## src/rtl/dec_rkey_conv.sv

```systemverilog
// Decryption round-key converter: buffers NR+1 forward round keys, applies InvMixColumns to
// keys 1..NR-1 one column per cycle, then streams the set out in reverse order.
module dec_rkey_conv #(
  parameter int unsigned NR = 10
) (
  input  logic         i_Clk,
  input  logic         i_Rstn,
  input  logic         i_KeyVld,
  input  logic [127:0] i_Key,
  output logic         o_KeyRdy,
  output logic         o_RKVld,
  output logic [127:0] o_RK,
  output logic [3:0]   o_RKIdx,
  input  logic         i_RKRdy,
  output logic         o_Busy
);

  localparam logic [3:0] NrW = 4'(NR);

  typedef enum logic [1:0] {StLoad, StConv, StDrain} state_e;

  state_e         state_q, state_d;
  logic [3:0]     wcnt_q, wcnt_d;
  logic [1:0]     ccnt_q, ccnt_d;
  logic [3:0]     rptr_q, rptr_d;
  logic [127:0]   work_q, work_d;
  logic [127:0]   rk_mem_q [NR+1];

  logic           mem_we;
  logic           col_we;
  logic [31:0]    col_in;
  logic [31:0]    col_out;

  function automatic logic [7:0] xtime(input logic [7:0] b);
    return {b[6:0], 1'b0} ^ (b[7] ? 8'h1b : 8'h00);
  endfunction

  // Multiples 9, b, d, e built from x2/x4/x8 xtime chains.
  function automatic logic [31:0] inv_mix_col(input logic [31:0] c);
    logic [7:0] a, x2, x4, x8;
    logic [7:0] m9 [4];
    logic [7:0] mb [4];
    logic [7:0] md [4];
    logic [7:0] me [4];
    for (int i = 0; i < 4; i++) begin
      a     = c[31-8*i -: 8];
      x2    = xtime(a);
      x4    = xtime(x2);
      x8    = xtime(x4);
      m9[i] = x8 ^ a;
      mb[i] = x8 ^ x2 ^ a;
      md[i] = x8 ^ x4 ^ a;
      me[i] = x8 ^ x4 ^ x2;
    end
    return {me[0] ^ mb[1] ^ md[2] ^ m9[3],
            m9[0] ^ me[1] ^ mb[2] ^ md[3],
            md[0] ^ m9[1] ^ me[2] ^ mb[3],
            mb[0] ^ md[1] ^ m9[2] ^ me[3]};
  endfunction

  always_comb begin
    col_in = work_q[127:96];
    unique case (ccnt_q)
      2'd0: col_in = work_q[127:96];
      2'd1: col_in = work_q[95:64];
      2'd2: col_in = work_q[63:32];
      2'd3: col_in = work_q[31:0];
      default: col_in = work_q[127:96];
    endcase
  end

  assign col_out = inv_mix_col(col_in);

  always_comb begin
    state_d = state_q;
    wcnt_d  = wcnt_q;
    ccnt_d  = ccnt_q;
    rptr_d  = rptr_q;
    work_d  = work_q;
    mem_we  = 1'b0;
    col_we  = 1'b0;
    unique case (state_q)
      StLoad: begin
        if (i_KeyVld) begin
          if (wcnt_q == 4'd0) begin
            mem_we = 1'b1;
            wcnt_d = wcnt_q + 4'd1;
          end else if (wcnt_q == NrW) begin
            mem_we  = 1'b1;
            rptr_d  = NrW;
            state_d = StDrain;
          end else begin
            work_d  = i_Key;
            ccnt_d  = 2'd0;
            state_d = StConv;
          end
        end
      end
      StConv: begin
        col_we = 1'b1;
        ccnt_d = ccnt_q + 2'd1;
        if (ccnt_q == 2'd3) begin
          wcnt_d  = wcnt_q + 4'd1;
          state_d = StLoad;
        end
      end
      StDrain: begin
        if (i_RKRdy) begin
          if (rptr_q == 4'd0) begin
            wcnt_d  = 4'd0;
            state_d = StLoad;
          end else begin
            rptr_d = rptr_q - 4'd1;
          end
        end
      end
      default: state_d = StLoad;
    endcase
  end

  always_ff @(posedge i_Clk or negedge i_Rstn) begin
    if (!i_Rstn) begin
      state_q <= StLoad;
      wcnt_q  <= 4'd0;
      ccnt_q  <= 2'd0;
      rptr_q  <= 4'd0;
      work_q  <= '0;
    end else begin
      state_q <= state_d;
      wcnt_q  <= wcnt_d;
      ccnt_q  <= ccnt_d;
      rptr_q  <= rptr_d;
      work_q  <= work_d;
    end
  end

  // Key storage needs no reset; contents are only read after a full set is written.
  always_ff @(posedge i_Clk) begin
    if (mem_we) begin
      rk_mem_q[wcnt_q] <= i_Key;
    end
    if (col_we) begin
      unique case (ccnt_q)
        2'd0: rk_mem_q[wcnt_q][127:96] <= col_out;
        2'd1: rk_mem_q[wcnt_q][95:64]  <= col_out;
        2'd2: rk_mem_q[wcnt_q][63:32]  <= col_out;
        2'd3: rk_mem_q[wcnt_q][31:0]   <= col_out;
        default: ;
      endcase
    end
  end

  assign o_KeyRdy = (state_q == StLoad);
  assign o_RKVld  = (state_q == StDrain);
  assign o_RK     = o_RKVld ? rk_mem_q[rptr_q] : '0;
  assign o_RKIdx  = rptr_q;
  assign o_Busy   = (state_q != StLoad) || (wcnt_q != 4'd0);

endmodule

```

## config.mk

```make
export PLATFORM = sky130hd
export DESIGN_NAME = dec_rkey_conv
export DESIGN_NICKNAME = d
export VERILOG_FILES = /design/src/rtl/dec_rkey_conv.sv
export SDC_FILE = /design/constraint.sdc
export NUM_CORES = 2
export LEC_CHECK = 0
export ABC_CLOCK_PERIOD_IN_PS = 9850
export BUFFER_PORTS_ARGS = -buffer_cell sky130_fd_sc_hd__buf_2
export CAP_MARGIN = 20
export CORE_MARGIN = 2
export CORE_UTILIZATION = 40
export DETAILED_ROUTE_END_ITERATION = 10
export PLACE_DENSITY_LB_ADDON = 0.08
export REMOVE_ABC_BUFFERS = 1
export SLEW_MARGIN = 15
export SYNTH_ARGS = -nofsm -noshare
export SYNTH_HDL_FRONTEND = slang
export SYNTH_SLANG_ARGS = --single-unit
```

## constraint.sdc

```tcl
create_clock -name i_Clk -period 9.85 [get_ports i_Clk]
set_input_delay 2.4625 -clock i_Clk [delete_from_list [all_inputs] [get_ports i_Clk]]
set_output_delay 2.4625 -clock i_Clk [all_outputs]
set_load 0.03 [all_outputs]
```

==> Word level (Yosys, flattened, before mapping) <==
Memories as Yosys holds them, arrays and structs flattened.
Cells that the tools add are included.
{ "totals": {"regBits": 140, "ram_bits": 1408, "inputBits": 132, "output_inout_bits": 135, "wordCells": 153, "mem_count": 1} }
{ "mem_list": {"columns": ["memory", "depth", "word_bits", "read_ports", "rd_ports_with_merged_regs", "write_ports", "line_no", "text"], "rows": [
  ["rk_mem_q", 11, 128, 1, 0, 1, "27", "logic [127:0] rk_mem_q [NR+1];"]
]} }
{ "op_classes": {"add_sub_neg": 3, "eq_ne": 15, "mux": 60, "n_bitwise": 54, "n_reduce_logical": 15} }
{ "op_table": {"columns": ["operator", "n"], "rows": [
  ["8-bit bitwise XOR", 36],
  ["128-bit two-way mux", 1],
  ["32-bit two-way mux", 4],
  ["32-bit one-hot mux with 4 select lines", 1],
  ["8-bit by 5-bit bitwise XOR with 8-bit output", 12],
  ["5-bit two-way mux", 12],
  ["4-bit two-way mux", 10],
  ["1-bit two-way mux", 19],
  ["2-bit two-way mux", 9],
  ["4-bit one-hot mux with 3 select lines", 1],
  ["6-bit AND reduction", 2],
  ["2-bit != test, second input constant", 5],
  ["4-bit logical NOT", 2],
  ["2-bit by 1-bit != test with 1-bit output, second input constant", 4],
  ["4-bit one-hot mux with 2 select lines", 1],
  ["4-bit AND reduction", 2],
  ["2-bit equality test, second input constant", 3],
  ["2-bit one-hot mux with 3 select lines", 1],
  ["2-bit nonzero test", 3],
  ["5-bit AND reduction", 1],
  ["4-bit by 1-bit adder with 4-bit output, second input constant", 1],
  ["2-bit by 1-bit equality test with 1-bit output, second input constant", 2],
  ["4-bit equality test, second input constant", 1],
  ["2-bit logical NOT", 2],
  ["other kinds (8)", 12]
]} }

==> Depth between registers and ports, before layout <==
{ "depth": {"word_depth": 14, "ltp_mapped": 14, "ltp_nobuf": 9} }

==> Worst setup path before layout <==
No wires, ideal clock.
{ "synth_path": {"kind": "reg-to-output", "startpoint": "reg rptr_q[0] (netlist: o_RKIdx[0])", "endpoint": "out o_RK[0]", "arrival_time_ns": 3.253, "required_time_ns": 7.388, "path_slack_ns": 4.135, "stages_incl_launch_ff": 10, "path_buffers": 5, "cell_sequence": "dfrtp_1 > clkbuf_1 > clkbuf_1 > buf_1 > clkbuf_1 > buf_1 > mux2i_1 > nor2_1 > a21oi_1 > a211oi_1"} }
{ "synth_between": {"elab_chain_cells": 2} }
{ "synth_rtl": {"columns": ["item", "line_no", "text"], "rows": [
  ["from (decl)", "25", "logic [3:0] rptr_q, rptr_d;"],
  ["from (signal assigned)", "132", "rptr_q <= rptr_d;"],
  ["memory 11 x 128 bit", null, null],
  ["128-bit two-way mux", "155", "assign o_RK = o_RKVld ? rk_mem_q[rptr_q] : '0;"],
  ["to (decl)", "12", "output logic [127:0] o_RK,"]
]} }
No other way between the ends.

==> Final worst setup path <==
{ "layout_path": {"startpoint": "reg rptr_q[0] (netlist: o_RKIdx[0])", "endpoint": "out o_RK[121]"} }
The elaborated chain is that of the path after synthesis.

==> flow_summary.json <==
{
  "final_antenna_net_count": 0,
  "dr.pass1.iters": 8,
  "synth.yosys.warnings": 0,
  "setup_slack_ns": 3.22,
  "cts_resized": 0,
  "cts_tree": "yes",
  "rows": 147,
  "cp_data_required_time_ns": 7.39,
  "start_util_pct": 40.2,
  "h-tree-depth": 4,
  "die_area_sq_um": 164000,
  "worstSetupPathType": "reg -> out",
  "dieHeight_microns": 405,
  "slowest_stage": "dfrtp_4",
  "gp_congestion": 0.890,
  "fin_nets": 4340,
  "drive_above_1_share_pct": 27.5,
  "port_buffers": 266,
  "antenna_found_initial": 29,
  "path_clk_slew_ns": 0.05,
  "synthArstFlopShare_pct": 9.04,
  "critPathBufInv": 3,
  "post-place-ws_ns": 4.00,
  "setup_violations": 0,
  "synth-seq-cells": 1548,
  "ys_seq_area_share_pct": 71.0,
  "grt_pass1_wl_microns": 275000,
  "cp-startpoint": "o_RKIdx[0]$_DFFE_PN0P_",
  "root_buffer": "clkbuf_16",
  "hp-class": "reg -> reg",
  "viasPerCell": 5.57,
  "yosysTopAreaCell": "edfxtp_1",
  "ys_types": 53,
  "avgSynthCellArea_sq_um": 16.8,
  "yosysMostFrequentCell": "edfxtp_1",
  "drc": 0,
  "overflow": 0,
  "grt_pass1_vias": 35918,
  "cts-hold-fix-buffers": 0,
  "crit_fanout": 38,
  "drv_cap": 0,
  "cts_setup_buffers": 0,
  "grt_max_degree": 161,
  "end_kind": "output pin",
  "slew_violations": 0,
  "synthCells": 3837,
  "path_cells": "buf_4 > buf_4 > mux4_2 > a221oi_1 > a21oi_1 > a21oi_1 > nor2_1 > buf_2",
  "syn_area_sq_um": 64500,
  "fin_skew_ns": 0.0326,
  "synthFlopType": "edfxtp_1",
  "track_usage_pct": 23.8,
  "drt_iter0_drc": 3425,
  "slowest_delay_ns": 0.66,
  "dp_hpwl_microns": 115000,
  "synth_edf_count": 1408,
  "tightest_slew_ns": 1.21,
  "synth_top_area_share_pct": 65.6,
  "period_minus_slack_ns": 6.63,
  "area_delta_synth_final_pct": 15.7,
  "rsz0062_at_grt": "false",
  "timing.fmax_ghz": 0.151,
  "slew_headroom_pct": 19.4,
  "cts_buffers": 168,
  "ioPinCount": 267,
  "clock-sinks": 1548,
  "crit_path_start_kind": "flip-flop",
  "synthTopCellsByArea": "edfxtp_1, mux4_2, dfrtp_1, mux2_2, a21oi_1",
  "clock_latency_ns": 0.81,
  "r2r_start": "ccnt_q[0]$_DFFE_PN0P_",
  "finalWirelength_microns": 195000,
  "synth_top_cells_by_count": "edfxtp_1, a21oi_1, nor2_1, mux2_2, mux4_2",
  "core-area_sq_um": 160000,
  "hold_viol": 0,
  "vias": 36207,
  "period_share_pct": 67.3,
  "hold_start": "work_q[81]$_DFFE_PN0P_",
  "status": "complete, no violations",
  "arrival_ns": 4.16,
  "die_w_microns": 405,
  "cp_top_family": "buffers and inverters",
  "wl_per_cell_microns": 30.0,
  "clk_path_buf_depth": 3
}
-- flip-flops by register name, indices dropped and copies added, names as in the netlist --
name and flops:
rk_mem_q 1408, work_q 128, o_RKIdx 4, wcnt_q 4
ccnt_q 2, state_q 2
-- final cells by class --
class	instances	area [sq um]
fill	14113	85800
sequential	1548	45800
multi-input combinational	2024	18100
clock buffer	233	4610
timing repair buffer	445	2730
tap	2160	2700
clock inverter	72	601
inverter	12	45.0
antenna	8	20.0
-- per-layer routing --
layer  track usage [%]  part of all wire (%)  vias up
met5                 0                 0.016        -
met4              5.15                   1.8        6
met3              4.43                   6.3      219
met2              36.8                    46     1076
met1              35.1                    46    19119
li1                  -                     -    15787
-- logic make-up (layout without fill, tap and decap cells) --
| kind of cell | after synthesis | count (layout) | share of synthesized area (%) |
|---|---|---|---|
| AO/OA/AOI/OAI | 694 | 694 | 6.75 |
| XOR/XNOR | 216 | 216 | 3.55 |
| adder cells (fa/ha/maj) | 9 | 9 | 0.175 |
| buffers and inverters | 265 | 762 | 1.64 |
| flip-flops | 1548 | 1548 | 71.0 |
| multiplexers | 564 | 564 | 13.3 |
| other | 0 | 8 | 0 |
| AND/OR/NAND/NOR | 541 | 541 | 3.58 |
-- path summary, 6_finish.rpt --
check	to	slack, ns	cells past startpoint
min reg2reg	work_q[81]$_DFFE_PN0P_	0.51	1
max in group asynchronous	o_RKIdx[0]$_DFFE_PN0P_	6.64	2
min in group asynchronous	work_q[108]$_DFFE_PN0P_	1.71	1
max	o_RK[121]	3.22	8
min	work_q[81]$_DFFE_PN0P_	0.51	1
max reg2reg	rk_mem_q[7][20]$_DFFE_PP_	4.45	10
-- layout by cell type, fill, tap and decap left out, drive strengths merged, types with 45 or more instances in the layout --
master     n
a211oi   166
a21oi    269
a221oi    45
buf      443
clkbuf   235
clkinv    56
dfrtp    140
edfxtp  1408
mux2     219
mux2i    134
mux4     211
nand2    166
nor2     259
nor2b     89
o21ai    148
xnor2    141
xor2      50
-- metrics by stage --
| stage | cell area, sq um | setup TNS [ns] | util (%) | hold slack, ns | cells |
|---|---|---|---|---|---|
| 3_3_place_gp | 69200 | 0 | 43.1 | 0.487 | 6163 |
| 3_5_place_dp | 69200 | 0 | 43.2 | 0.495 | 6172 |
| 2_1_floorplan | 63500 | -1194.88 | - | 0.479 | 3584 |
| 5_1_grt | 74600 | 0 | 46.5 | 0.523 | 6496 |
| 6_report | 74600 | 0 | 46.5 | 0.508 | 6502 |
| 4_1_cts | 74500 | 0 | 46.4 | 0.507 | 6477 |
Power is not shown: default switching activity piles up to over one toggle a cycle in this logic, so the estimate is an artifact.
